==> config.mk <==
export PLATFORM = sky130hd
export DESIGN_NAME = stp_frame_rcvr
export DESIGN_NICKNAME = d
export VERILOG_FILES = /design/src/rtl/stp_pkg.sv /design/src/rtl/flex_stp_sr.sv /design/src/rtl/stp_frame_rcvr.sv
export SDC_FILE = /design/constraint.sdc
export NUM_CORES = 1
export LEC_CHECK = 0
export BUFFER_PORTS_ARGS = -buffer_cell sky130_fd_sc_hd__buf_2
export CAP_MARGIN = 40
export CORE_MARGIN = 2
export CORE_UTILIZATION = 49
export DETAILED_ROUTE_END_ITERATION = 7
export GPL_ROUTABILITY_DRIVEN = 0
export GPL_TIMING_DRIVEN = 0
export PLACE_DENSITY = 0.73
export SLEW_MARGIN = 20
export SYNTH_ARGS = -nofsm -noshare
export SYNTH_HDL_FRONTEND = slang
export SYNTH_SLANG_ARGS = --single-unit
==> constraint.sdc <==
create_clock -name clk -period 1.6 [get_ports clk]
set_clock_uncertainty 0.15 [all_clocks]
set_input_delay 0.4 -clock clk [delete_from_list [all_inputs] [get_ports clk]]
set_output_delay 0.4 -clock clk [all_outputs]
set_load 0.05 [all_outputs]
==> src/rtl/stp_pkg.sv <==
// Shared types and helpers for the serial-to-parallel frame receiver.
// Holds the receive FSM encoding, counter sizing helper and idle line level.
package stp_pkg;

  typedef enum logic {
    IDLE,
    RECV
  } rx_state_t;

  localparam logic IDLE_LEVEL = 1'b1;

  function automatic int cnt_width(input int n);
    return $clog2(n + 1);
  endfunction

endpackage

==> src/rtl/flex_stp_sr.sv <==
// Flexible serial-to-parallel shift register, idle level on reset/clear.
// Ports: clk, n_rst, shift_enable, clear, serial_in -> parallel_out.
module flex_stp_sr
  import stp_pkg::*;
#(
  parameter int NUM_BITS  = 9,
  parameter bit SHIFT_MSB = 1'b1
) (
  input  logic                clk,
  input  logic                n_rst,
  input  logic                shift_enable,
  input  logic                clear,
  input  logic                serial_in,
  output logic [NUM_BITS-1:0] parallel_out
);

  always_ff @(posedge clk or negedge n_rst) begin
    if (!n_rst) begin
      parallel_out <= {NUM_BITS{IDLE_LEVEL}};
    end else if (clear) begin
      parallel_out <= {NUM_BITS{IDLE_LEVEL}};
    end else if (shift_enable) begin
      if (SHIFT_MSB)
        parallel_out <= {parallel_out[NUM_BITS-2:0], serial_in};
      else
        parallel_out <= {serial_in, parallel_out[NUM_BITS-1:1]};
    end
  end

endmodule

==> src/rtl/stp_frame_rcvr.sv <==
// Serial frame receiver: bit counter, FSM, double-buffered word, handshake.
// Ports: shift_enable/serial_in/frame_start/data_read in; parallel_out,
// data_ready, overrun_error, busy out (+parity_error if STP_PARITY_CHECK_EN).
module stp_frame_rcvr
  import stp_pkg::*;
#(
  parameter int NUM_BITS  = 9,
  parameter bit SHIFT_MSB = 1'b1
) (
  input  logic                clk,
  input  logic                n_rst,
  input  logic                shift_enable,
  input  logic                serial_in,
  input  logic                frame_start,
  input  logic                data_read,
  output logic [NUM_BITS-1:0] parallel_out,
  output logic                data_ready,
  output logic                overrun_error,
  output logic                busy
`ifdef STP_PARITY_CHECK_EN
  ,
  output logic                parity_error
`endif
);

`ifdef STP_PARITY_CHECK_EN
  localparam int FRAME_LEN = NUM_BITS + 1;
`else
  localparam int FRAME_LEN = NUM_BITS;
`endif
  localparam int CW = cnt_width(NUM_BITS);
  localparam logic [CW-1:0] LAST = CW'(FRAME_LEN - 1);

  rx_state_t     state, state_n;
  logic [CW-1:0] cnt, cnt_n;
  logic          done;
  logic          sr_en;
  logic [NUM_BITS-1:0] sreg, word;

  always_ff @(posedge clk or negedge n_rst) begin
    if (!n_rst) begin
      state <= IDLE;
      cnt   <= '0;
    end else begin
      state <= state_n;
      cnt   <= cnt_n;
    end
  end

  always_comb begin
    state_n = state;
    cnt_n   = cnt;
    done    = 1'b0;
    unique case (state)
      IDLE: begin
        if (shift_enable && !frame_start) begin
          state_n = RECV;
          cnt_n   = CW'(1);
        end
      end
      RECV: begin
        if (frame_start) begin
          state_n = IDLE;
          cnt_n   = '0;
        end else if (shift_enable) begin
          if (cnt == LAST) begin
            done    = 1'b1;
            state_n = IDLE;
            cnt_n   = '0;
          end else begin
            cnt_n = cnt + CW'(1);
          end
        end
      end
      default: begin
        state_n = IDLE;
        cnt_n   = '0;
      end
    endcase
  end

  assign busy = (cnt != '0);

`ifdef STP_PARITY_CHECK_EN
  // Trailing parity bit never enters the data register.
  assign sr_en = shift_enable && !frame_start && (cnt != LAST);
  assign word  = sreg;
`else
  assign sr_en = shift_enable && !frame_start;
  // Word including the bit being sampled on the completing edge.
  assign word  = SHIFT_MSB ? {sreg[NUM_BITS-2:0], serial_in}
                           : {serial_in, sreg[NUM_BITS-1:1]};
`endif

  flex_stp_sr #(
    .NUM_BITS (NUM_BITS),
    .SHIFT_MSB(SHIFT_MSB)
  ) u_sr (
    .clk         (clk),
    .n_rst       (n_rst),
    .shift_enable(sr_en),
    .clear       (frame_start),
    .serial_in   (serial_in),
    .parallel_out(sreg)
  );

  always_ff @(posedge clk or negedge n_rst) begin
    if (!n_rst) begin
      parallel_out  <= {NUM_BITS{IDLE_LEVEL}};
      data_ready    <= 1'b0;
      overrun_error <= 1'b0;
    end else if (done) begin
      parallel_out <= word;
      data_ready   <= 1'b1;
      if (data_ready && !data_read)
        overrun_error <= 1'b1;
      else if (data_read)
        overrun_error <= 1'b0;
    end else if (data_read) begin
      data_ready    <= 1'b0;
      overrun_error <= 1'b0;
    end
  end

`ifdef STP_PARITY_CHECK_EN
  always_ff @(posedge clk or negedge n_rst) begin
    if (!n_rst)
      parity_error <= 1'b0;
    else if (done)
      parity_error <= (^sreg) ^ serial_in;
  end
`endif

endmodule
# --- Word-level counts from Yosys, hierarchy flattened ---
# Cells that the tools add are included.
classes:
  n_bitwise: 1
  muxes: 21
  add_sub_neg: 1
  n_eq_ne: 3
  n_reduce_logical: 8
ops:
  columns: ["op", "count"]
  rows:
  - ["two-way mux 4 bit", 4]
  - ["two-way mux 8 bit", 2]
  - ["two-way mux 1 bit", 13]
  - ["case mux 4 bit (2 select lines)", 1]
  - ["adder 4 x 1 -> 4 bit, second input constant", 1]
  - ["== test 4 bit, second input constant", 1]
  - ["nonzero test 2 bit", 2]
  - ["nonzero test 4 bit", 1]
  - ["inequality test 3 bit, second input constant", 1]
  - ["logical AND 1 bit", 2]
  - ["logical NOT 1 bit", 2]
  - ["inequality test 2 bit, second input constant", 1]
  - ["case mux 1 bit (2 select lines)", 1]
  - ["AND reduction 2 bit", 1]
  - ["NOT 1 bit", 1]
word_totals:
  output_inout_bits: 12
  regBits: 24
  in_bits: 6

# --- Logic depth before layout (Yosys ltp) ---
# Gate-level depths: netlist (run 1).
logic_depth:
  ltp_word: 6
  depth_mapped: 6
  ltp_nobuf: 5

# --- By module ---
# Synthesis (run 1) repeated with hierarchy kept, for this count alone.
unflattened:
  hier_cells: 91
  area_unflattened_um2: 1201.2
modules_own_cells:
  columns: ["mod", "area_per_inst_um2", "cells_per_inst", "seq_area_each_um2", "n_inst"]
  rows:
  - ["stp_frame_rcvr", 813.3, 62, 411.6, 1]
  - ["flex_stp_sr", 387.9, 29, 236.5, 1]

# --- Least setup slack after synthesis (run 1) ---
# OpenSTA, ideal clock, no wires.
synth_timing:
  kind: "register to output"
  start: "reg cnt[0]"
  end: "out busy"
  n_path_buf: 0
  stages_incl_launch_ff: 4
  required_ps: 1050
  path_slack_ps: -220
  arrival_time_ps: 1270
  cell_sequence: "dfrtp_1 -> inv_1 -> ha_1 -> or3b_2"
synth_via:
  elab_chain_cells: 1
synth_lines:
  columns: ["item", "line", "text"]
  rows:
  - ["from (decl)", "stp_frame_rcvr.sv:35", "logic [CW-1:0] cnt, cnt_n;"]
  - ["from (signal assigned)", "stp_frame_rcvr.sv:46", "cnt <= cnt_n;"]
  - ["nonzero test 4 bit", "stp_frame_rcvr.sv:82", "assign busy = (cnt != '0);"]
  - ["to (decl)", "stp_frame_rcvr.sv:19", "output logic busy"]
# Every way passes these cells.

# --- Final worst setup path (run 1) ---
# Ends and elaborated chain as after synthesis.

==> summary.txt, run 1 <==
Run status -> complete, but fails checks
Violated checks -> setup timing
Worst-path cell chain -> inv_2 -> ha_4 -> or3b_4 -> buf_8
Final ANT Viol Nets -> 0
Total leakage power -> 0.721 nW
Worst EP arrival -> 1.46 ns
Largest net degree at the start of global routing -> 25
VDD IR-drop max -> 0.513 mV
Max Fclk -> 498 MHz
Initial antenna violation count -> 0
Ys flop type -> dfstp_2
Crit Path Category -> reg2out
Global-route wire length before repair -> 3460 microns
P&R area growth vs syn -> 36.5%
Half-perimeter wire length after placement -> 1350 microns
Most frequent cell after synthesis -> dfstp_2
Worst stage delay on the critical path -> 0.42 ns
Insertion delay to the later sink of the worst-skew pair -> 0.31 ns
Synth area leaders -> dfstp_2 40%, dfrtp_1 16%, mux2_4 9.4%
Worst setup margin -> -0.408 ns
Non-Filler Instances -> 150
Register Area -> 622 sq um
Switch share -> 0.233
Share of layout cells above drive strength 1 -> 0.533
Minimum clock period -> 2.01 ns
Top cell type's share of synthesized area -> 0.398
Pre-CTS setup slack -> -0.208 ns
Syn_nets -> 99
Crit start category -> flip-flop
Synth unique cells -> 29
Critical path's slowest cell -> dfrtp_1
Vias -> 771
Sum Neg Setup Slack -> -2.48 ns
Mapped cell area -> 1120 sq um
Vias in the first global route -> 728
Reg2Reg Launch Point -> cnt[0]
Seq pwr share -> 0.516
N_diodes -> 0
Ys async rst share -> 1.00
Vias per cell -> 5.14
PwrDens -> 802 nW/um^2
RSZ-0062 raised after global routing -> yes
Worst EP required -> 1.05 ns
Total gr overflow -> 0
Drt wl/cell -> 14.9 microns
CTS HTree Levels -> 1
Fillers -> 166
Net Switching -> 0.286 mW
Setup violations, final -> 12
Clock Root Buffer -> clkbuf_4
Crit share post-route -> 1.26
Seq cells post-synth -> 24
Cell count after synthesis -> 91
Hold EP -> overrun_error
Min-delay src -> data_read
Post-synth top cells -> 17 x dfstp_2, 11 x nand2_1, 8 x mux2i_1
Die width -> 51.9 microns
Total iterations of the first detailed-routing run -> 4
Clock buffer depth -> 2
CTS tree -> yes
Post-synth EDFFs -> 0
Hold Path Class -> in2reg
Worst Setup End Kind -> primary output
Pwr Total -> 1.23 mW
Register area share after synthesis -> 0.553
Final hold vios -> 0
Part of the power in the clock network -> 0.359
DR iter-0 viols -> 22
Final wirelength -> 2230 microns
# DRC -> 0
Clk pin slew, worst setup/hold paths -> 0.14 ns
Cells on worst reg2reg path -> 7
Mean post-synth cell area -> 12.3 sq um
Reg2reg setup slack -> -0.27 ns
Combined area of the multi-input logic cells -> 513 sq um
Worst-path fanout max -> 2
Final net count -> 131
Slew Viols, Final -> 0
Internal power -> 0.944 mW
Hold path depth -> 2
Die H -> 51.9 microns
# IOs -> 18
Placed cell count -> 136
DP Area -> 1260 sq um
Area leader, netlist -> dfstp_2
CTS sink count -> 24
Row count -> 17
Yosys warns -> 0
Maxcap violations -> 0
I/O Buffers -> 17
GRT Resource Usage Total -> 0.179
Initial Utilization -> 0.513
Finished layout cell area -> 1530 sq um
Full die area -> 2690 sq um
Worst slew pin tran -> 0.633 ns
CTS buffer count -> 3
Combinational Power Share -> 0.125
End of the worst register-to-register path -> parallel_out[1]
Core ar. -> 2190 sq um
Max-slew headroom -> 0.578
## worst max-delay path by stage
stage,from,endpoint,slack [ns]
after floorplan,cnt[0],parallel_out[0],-0.11
final,cnt[0],busy,-0.41
after global routing,cnt[1],busy,-0.46
after detailed placement,cnt[0],parallel_out[1],-0.21
after global placement,cnt[0],parallel_out[0],-0.18
after CTS,cnt[0],busy,-0.43
## power groups by stage
stage	logic, mW	clock network, mW	registers (mW)
6_report	0.154	0.442	0.634
5_1_grt	0.169	0.472	0.636
2_1_floorplan	0.0857	0	0.644
3_5_place_dp	0.121	0	0.648
4_1_cts	0.154	0.448	0.634
3_3_place_gp	0.118	0	0.647
## worst max-delay path: cells and delay by family, from the launching register on
kind	cells	cell delay (ns)
fa+ha+maj	1	0.12
simple gates	1	0.37
buf+inv	2	0.23
flops	1	0.42
## cell families after synthesis
group           synth area share
compound gates            0.0479
fa+ha+maj                 0.0223
buf+inv                   0.0367
flops                      0.553
mux                        0.185
simple gates               0.155
## placed cells by master (no fill, tap or decap), drive strengths merged, types with 2 or more instances in the layout
cell    Yosys  layout
dfstp      17      17
ha          2       2
clkbuf      1       4
inv         5       5
buf         2      28
or4         2       2
nand2      11      11
nor2        3       3
nand2b      2       2
o21ai       3       3
nor2b       3       3
nor3        2       2
nand3       3       3
mux2i       8       8
mux2        9       9
dfrtp       7       7
## state kept, by name (all words and copies together), names as in the netlist
signal / count
overrun_error: 1
u_sr.parallel_out: 8
state: 1
data_ready: 1
parallel_out: 9
cnt: 4
## per-stage QoR
stage               hold slack (ns)  utilization
CTS                           0.132        0.673
detailed placement            0.258        0.575
finish                        0.148        0.700
global route                  0.143        0.700
floorplan                   -0.0456            -
global placement              0.245        0.575
## per-layer routing
layer / GRT usage / vias up / wire, microns
li1: - / 381 / -
met2: 0.291 / 21 / 1120
met4: 0.0658 / 0 / 8
met5: 0 / - / 0
met1: 0.241 / 367 / 1010
met3: 0.0259 / 2 / 95
## cell type report
cell class              count  area share
inverters                   6      0.0147
well taps                  28      0.0228
flip-flops and latches     24       0.405
clock inverters             1      0.0196
clock buffers               3      0.0147
repair buffers             27       0.176
plain buffers               3      0.0122
multi-input cells          58       0.334
## timing repair
action | CTS | global route
pin swaps | 3 | 2
hold buffers | 1 | 0
endpoints found under the setup margin | 21 | 22
cloned | 1 | 0
setup buffers | 5 | 3
hold endpoints to repair | 7 | 0
gates resized for setup | 31 | 9
Note: power is estimated with default switching activity, not from simulation.
==> run 2: changes to the inputs <==
Settings changed: BUFFER_PORTS_ARGS -buffer_cell sky130_fd_sc_hd__buf_2 to default, CORE_UTILIZATION 49 to 54, DONT_BUFFER_PORTS from default to 1, PLACE_DENSITY 0.73 to 0.72.
==> run 2 against run 1 <==
The flow still finishes with violations (setup timing); critical path type unchanged; largest cell class unchanged; design area down 13%; final cell count down 13%; routed wire length down 3.0%; global-route usage up 1.9 points; via count down 5.7%.
==> summary.txt, run 2 (synthesis results as in run 1) <==
Final net count -> 113
Sum Neg Setup Slack -> -2.51 ns
Vias in the first global route -> 786
Max reg flops -> 9
Row count -> 16
CTS sink count -> 24
CTS buffer count -> 3
Worst slew pin tran -> 0.647 ns
Drt wl/cell -> 16.5 microns
Most frequent cells in the layout -> 17 x dfstp_2, 11 x nand2_1, 9 x mux2_4
Total gr overflow -> 0
End of the worst register-to-register path -> parallel_out[8]
Violated checks -> setup timing
VDD IR-drop max -> 0.463 mV
Total iterations of the first detailed-routing run -> 4
Vias per cell -> 5.55
Max Fclk -> 510 MHz
PwrDens -> 850 nW/um^2
Worst hold slack -> 0.0298 ns
Placed cell count -> 118
Min-delay src -> data_read
GRT Resource Usage Total -> 0.197
Initial Utilization -> 0.573
Vias -> 727
P&R area growth vs syn -> 18.8%
Die width -> 49.6 microns
Global-route wire length before repair -> 3710 microns
Reg2Reg Launch Point -> cnt[0]
Worst Setup End Kind -> primary output
Clk pin slew, worst setup/hold paths -> 0.13 ns
Maxcap violations -> 0
Full die area -> 2460 sq um
Fillers -> 159
Crit start category -> flip-flop
CTS tree -> yes
Top reg by flops -> parallel_out
Half-perimeter wire length after placement -> 1330 microns
Non-Filler Instances -> 131
Cells on worst reg2reg path -> 7
Crit Path Category -> reg2out
Final wirelength -> 2170 microns
Clock Root Buffer -> clkbuf_4
Final ANT Viol Nets -> 0
Share of layout cells above drive strength 1 -> 0.481
Hold path depth -> 1
Hold Path Class -> in2reg
Initial antenna violation count -> 0
Die H -> 49.6 microns
Reg2reg setup slack -> -0.27 ns
Total leakage power -> 0.618 nW
Clock buffer depth -> 2
WP buf/inv -> 1
DR iter-0 viols -> 12
Most common cell after layout, fill and taps aside -> dfstp_2
Final hold vios -> 0
Max-slew headroom -> 0.568
Top Family by Delay on Critical Path -> simple AND/OR/NAND/NOR gates
Core ar. -> 1960 sq um
CTS HTree Levels -> 1
# DRC -> 0
Worst EP required -> 1.05 ns
N_diodes -> 0
End-of-flow core utilization -> 0.680
Worst-path fanout max -> 2
Insertion delay to the later sink of the worst-skew pair -> 0.31 ns
Hold EP -> overrun_error
Worst setup margin -> -0.361 ns
I/O Buffers -> 0
RSZ-0062 raised after global routing -> yes
Worst EP arrival -> 1.41 ns
# IOs -> 18
Minimum clock period -> 1.96 ns
Critical path's slowest cell -> or3b_4
Largest regs -> parallel_out (9), u_sr.parallel_out (8), cnt (4)
Slew Viols, Final -> 0
Worst-path cell chain -> inv_2 -> ha_4 -> or3b_4
Worst stage delay on the critical path -> 0.47 ns
Largest net degree at the start of global routing -> 25
Setup violations, final -> 13
Crit share post-route -> 1.23
Run status -> complete, but fails checks
[run 2: cell types whose count changed in the layout (fill, tap and decap cells not counted), sizes merged]
cell,change
bufinv,-1
clkbuf,+1
buf,-18
[run 2: final cells by class]
| cell class | count | area, sq um | area share |
|---|---|---|---|
| Buffer | 3 | 18.8 | 0.0141 |
| Clock buffer | 4 | 47.5 | 0.0356 |
| Inverter | 6 | 22.5 | 0.0169 |
| Multi-Input combinational cell | 58 | 515 | 0.386 |
| Sequential cell | 24 | 622 | 0.466 |
| Tap cell | 27 | 33.8 | 0.0253 |
| Timing Repair Buffer | 9 | 75.1 | 0.0562 |
[run 2: how the worst max path moves through the flow]
stage          startpoint  slack [ns]  depth (start not counted)              end
6_report           cnt[0]       -0.36                          3             busy
5_1_grt            cnt[0]       -0.40                          3             busy
4_1_cts            cnt[0]       -0.37                          3             busy
3_5_place_dp       cnt[0]       -0.20                          6  parallel_out[8]
3_3_place_gp       cnt[0]       -0.19                          6  parallel_out[5]
2_1_floorplan      cnt[0]       -0.11                          6  parallel_out[0]
[run 2: timing repair]
action,4_1_cts,5_1_grt
pin swaps,3,1
gates cloned,1,0
setup buffers,5,1
setup endpoints to repair,12,22
gates resized for setup,9,4
hold buffers,1,1
hold endpoints to repair,24,7
[run 2: power breakdown]
group	switching (mW)	internal, mW	leakage (nW)
logic	0.0788	0.0524	0.322
clock network	0.177	0.191	0.0261
registers	0.0131	0.623	0.271
[run 2: routing by layer]
layer	wire (microns)	track usage
met5	0	0
met4	23	0.0556
met3	85	0.0394
met2	1120	0.340
met1	939	0.251
[run 2: per-stage QoR]
step	worst slack (ns)	area, sq um	power (mW)
2_1_floorplan	-0.111	1140	0.730
3_3_place_gp	-0.188	1170	0.743
3_5_place_dp	-0.203	1170	0.745
4_1_cts	-0.370	1310	1.14
5_1_grt	-0.402	1340	1.19
6_report	-0.361	1340	1.14
==> run 3: changes to the inputs <==
Settings changed: ABC_AREA from default to 1.
==> run 3 against run 2 <==
The flow still finishes with violations (setup timing); via count is 9.6% higher; sequential share of layout area is 3.2 points higher; clock-buffer cell count stayed put; core utilization is 3.0 points lower; global-route usage is 1.4 points lower; combinational power is 42% higher; design area is 6.4% lower; first-iteration DRC count is 50% lower; synthesized area is 3.5% lower; synthesized cell count is 30% higher; power is 0.19% higher; largest power group unchanged.
==> summary.txt, run 3 <==
Top reg by flops -> parallel_out
PwrDens -> 910 nW/um^2
Most frequent cell after synthesis -> nand2_1
# DRC -> 0
Slew Viols, Final -> 0
Max Fclk -> 604 MHz
Total gr overflow -> 0
Fillers -> 162
Finished layout cell area -> 1250 sq um
Ys async rst share -> 1.00
GRT Resource Usage Total -> 0.183
Core ar. -> 1920 sq um
Final wirelength -> 1920 microns
Hold Path Class -> in2reg
Mapped cell area -> 1080 sq um
Maxcap violations -> 0
Critical path's slowest cell -> dfrtp_1
Synth unique cells -> 20
Total leakage power -> 0.643 nW
Yosys warns -> 0
# IOs -> 18
Most common cell after layout, fill and taps aside -> nand2_1
Violated checks -> setup timing
N_diodes -> 0
Vias -> 797
Most frequent cells in the layout -> 45 x nand2_1, 17 x dfstp_2, 12 x inv_1
Half-perimeter wire length after placement -> 1320 microns
Area leader, netlist -> dfstp_2
Worst stage delay on the critical path -> 0.41 ns
P&R area growth vs syn -> 15.2%
Final ANT Viol Nets -> 0
Max-slew headroom -> 0.650
Cells on worst reg2reg path -> 7
Share of layout cells above drive strength 1 -> 0.321
VDD IR-drop max -> 0.627 mV
Seq cells post-synth -> 24
Largest regs -> parallel_out (9), u_sr.parallel_out (8), cnt (4)
Pwr Total -> 1.14 mW
Clock buffer depth -> 2
DR iter-0 viols -> 6
Row count -> 16
DP Area -> 1120 sq um
Drt wl/cell -> 12.1 microns
Largest net degree at the start of global routing -> 25
Worst slew pin tran -> 0.525 ns
Worst EP arrival -> 1.11 ns
WP buf/inv -> 1
Die width -> 48.8 microns
Clk pin slew, worst setup/hold paths -> 0.12 ns
Top cell type's share of synthesized area -> 0.412
CTS buffer count -> 3
Hold path depth -> 2
Cell count after synthesis -> 118
Reg2reg setup slack -> 0.12 ns
Post-synth top cells -> 45 x nand2_1, 17 x dfstp_2, 14 x inv_1
Vias in the first global route -> 814
Mean post-synth cell area -> 9.19 sq um
Top Family by Delay on Critical Path -> flip-flops
Ys flop type -> dfstp_2
Initial Utilization -> 0.564
Pre-CTS setup slack -> 0.0437 ns
RSZ-0062 raised after global routing -> yes
Initial antenna violation count -> 0
CTS sink count -> 24
Synth area leaders -> dfstp_2 41%, dfrtp_1 16%, nand2_1 16%
Final hold vios -> 0
Max reg flops -> 9
Worst EP required -> 1.05 ns
Crit Path Category -> reg2out
Post-synth EDFFs -> 0
Setup violations, final -> 1
Register area share after synthesis -> 0.573
Worst setup margin -> -0.0565 ns
Insertion delay to the later sink of the worst-skew pair -> 0.30 ns
Worst Setup End Kind -> primary output
Full die area -> 2380 sq um
CTS tree -> yes
Crit start category -> flip-flop
Global-route wire length before repair -> 3370 microns
Total iterations of the first detailed-routing run -> 5
Crit share post-route -> 1.04
Minimum clock period -> 1.66 ns
Worst-path fanout max -> 2
Worst-path cell chain -> inv_2 -> ha_4 -> nand3_4
Hold EP -> parallel_out[0]
Final net count -> 140
End-of-flow core utilization -> 0.650
Critical path depth -> 3
CTS HTree Levels -> 1
I/O Buffers -> 0
Die H -> 48.8 microns
Min-delay src -> serial_in
Run status -> complete, but fails checks
Reg2Reg Launch Point -> cnt[0]
Syn_nets -> 126
Clock Root Buffer -> clkbuf_4
End of the worst register-to-register path -> parallel_out[4]
Vias per cell -> 5.04
[run 3: cell count changes in the layout (fill, tap and decap cells not counted), moves of 3 or more]
cell	before	now
nand2_1	11	45
inv_1	3	12
mux2_4	9	0
mux2i_1	8	0
a22oi_1	1	6
buf_6	3	0
nor2b_1	3	0
[run 3: cell type report]
class | count | area, sq um | share of cell area
clock buffers | 4 | 36.3 | 0.0290
multi-input cells | 78 | 430 | 0.344
flip-flops and latches | 24 | 622 | 0.497
repair buffers | 9 | 67.6 | 0.0541
inverters | 16 | 60.1 | 0.0480
well taps | 27 | 33.8 | 0.0270
[run 3: worst reg2reg max path, stage by stage (launching register included)]
cell and delay [ns]:
dfrtp_1 0.41, inv_2 0.08, ha_4 0.14, buf_4 0.11, nand3_2 0.11, nor2_4 0.27, nand2_1 0.09, nand2_1 0.07
[run 3: metrics by stage]
step / std cells / hold slack [ns] / TNS (ns)
2_1_floorplan: 118 / -0.0456 / 0
3_3_place_gp: 145 / -0.0451 / 0
3_5_place_dp: 145 / -0.0451 / 0
4_1_cts: 155 / 0.0124 / -0.0578
5_1_grt: 158 / 0.0138 / -0.169
6_report: 158 / 0.0240 / -0.0565
[run 3: timing repair]
| item | 4_1_cts | 5_1_grt |
|---|---|---|
| hold buffers | 1 | 1 |
| endpoints found under the hold margin | 24 | 7 |
| pin swaps | 2 | 0 |
| resized for setup | 5 | 1 |
| setup buffers | 5 | 2 |
| setup endpoints to repair | 1 | 12 |
[run 3: how the worst max path moves through the flow]
stage          startpoint   end
6_report           cnt[0]  busy
5_1_grt            cnt[0]  busy
4_1_cts            cnt[0]  busy
3_5_place_dp       cnt[0]  busy
3_3_place_gp       cnt[0]  busy
2_1_floorplan      cnt[0]  busy
[run 3: power by group]
part	switching [mW]	total [mW]	internal [mW]
clock	0.171	0.310	0.139
sequential	0.0143	0.641	0.627
combinational	0.106	0.186	0.0800
total	0.292	1.14	0.846
[run 3: cells by family after synthesis]
group | share of synthesized area
xor gates and xnor gates | 0.00808
adders and majority gates | 0.0231
and+or+nand+nor | 0.272
DFF | 0.573
AOI/OAI and AO/OA | 0.0681
buffers and inverters | 0.0554
[run 3: metal layers]
layer  GRT usage  wire (microns)  vias to the layer above
li1            -               -                      398
met1       0.221             886                      368
met2       0.311             892                       27
met3      0.0491             119                        4
met4      0.0714              19                        0
met5           0               0                        -
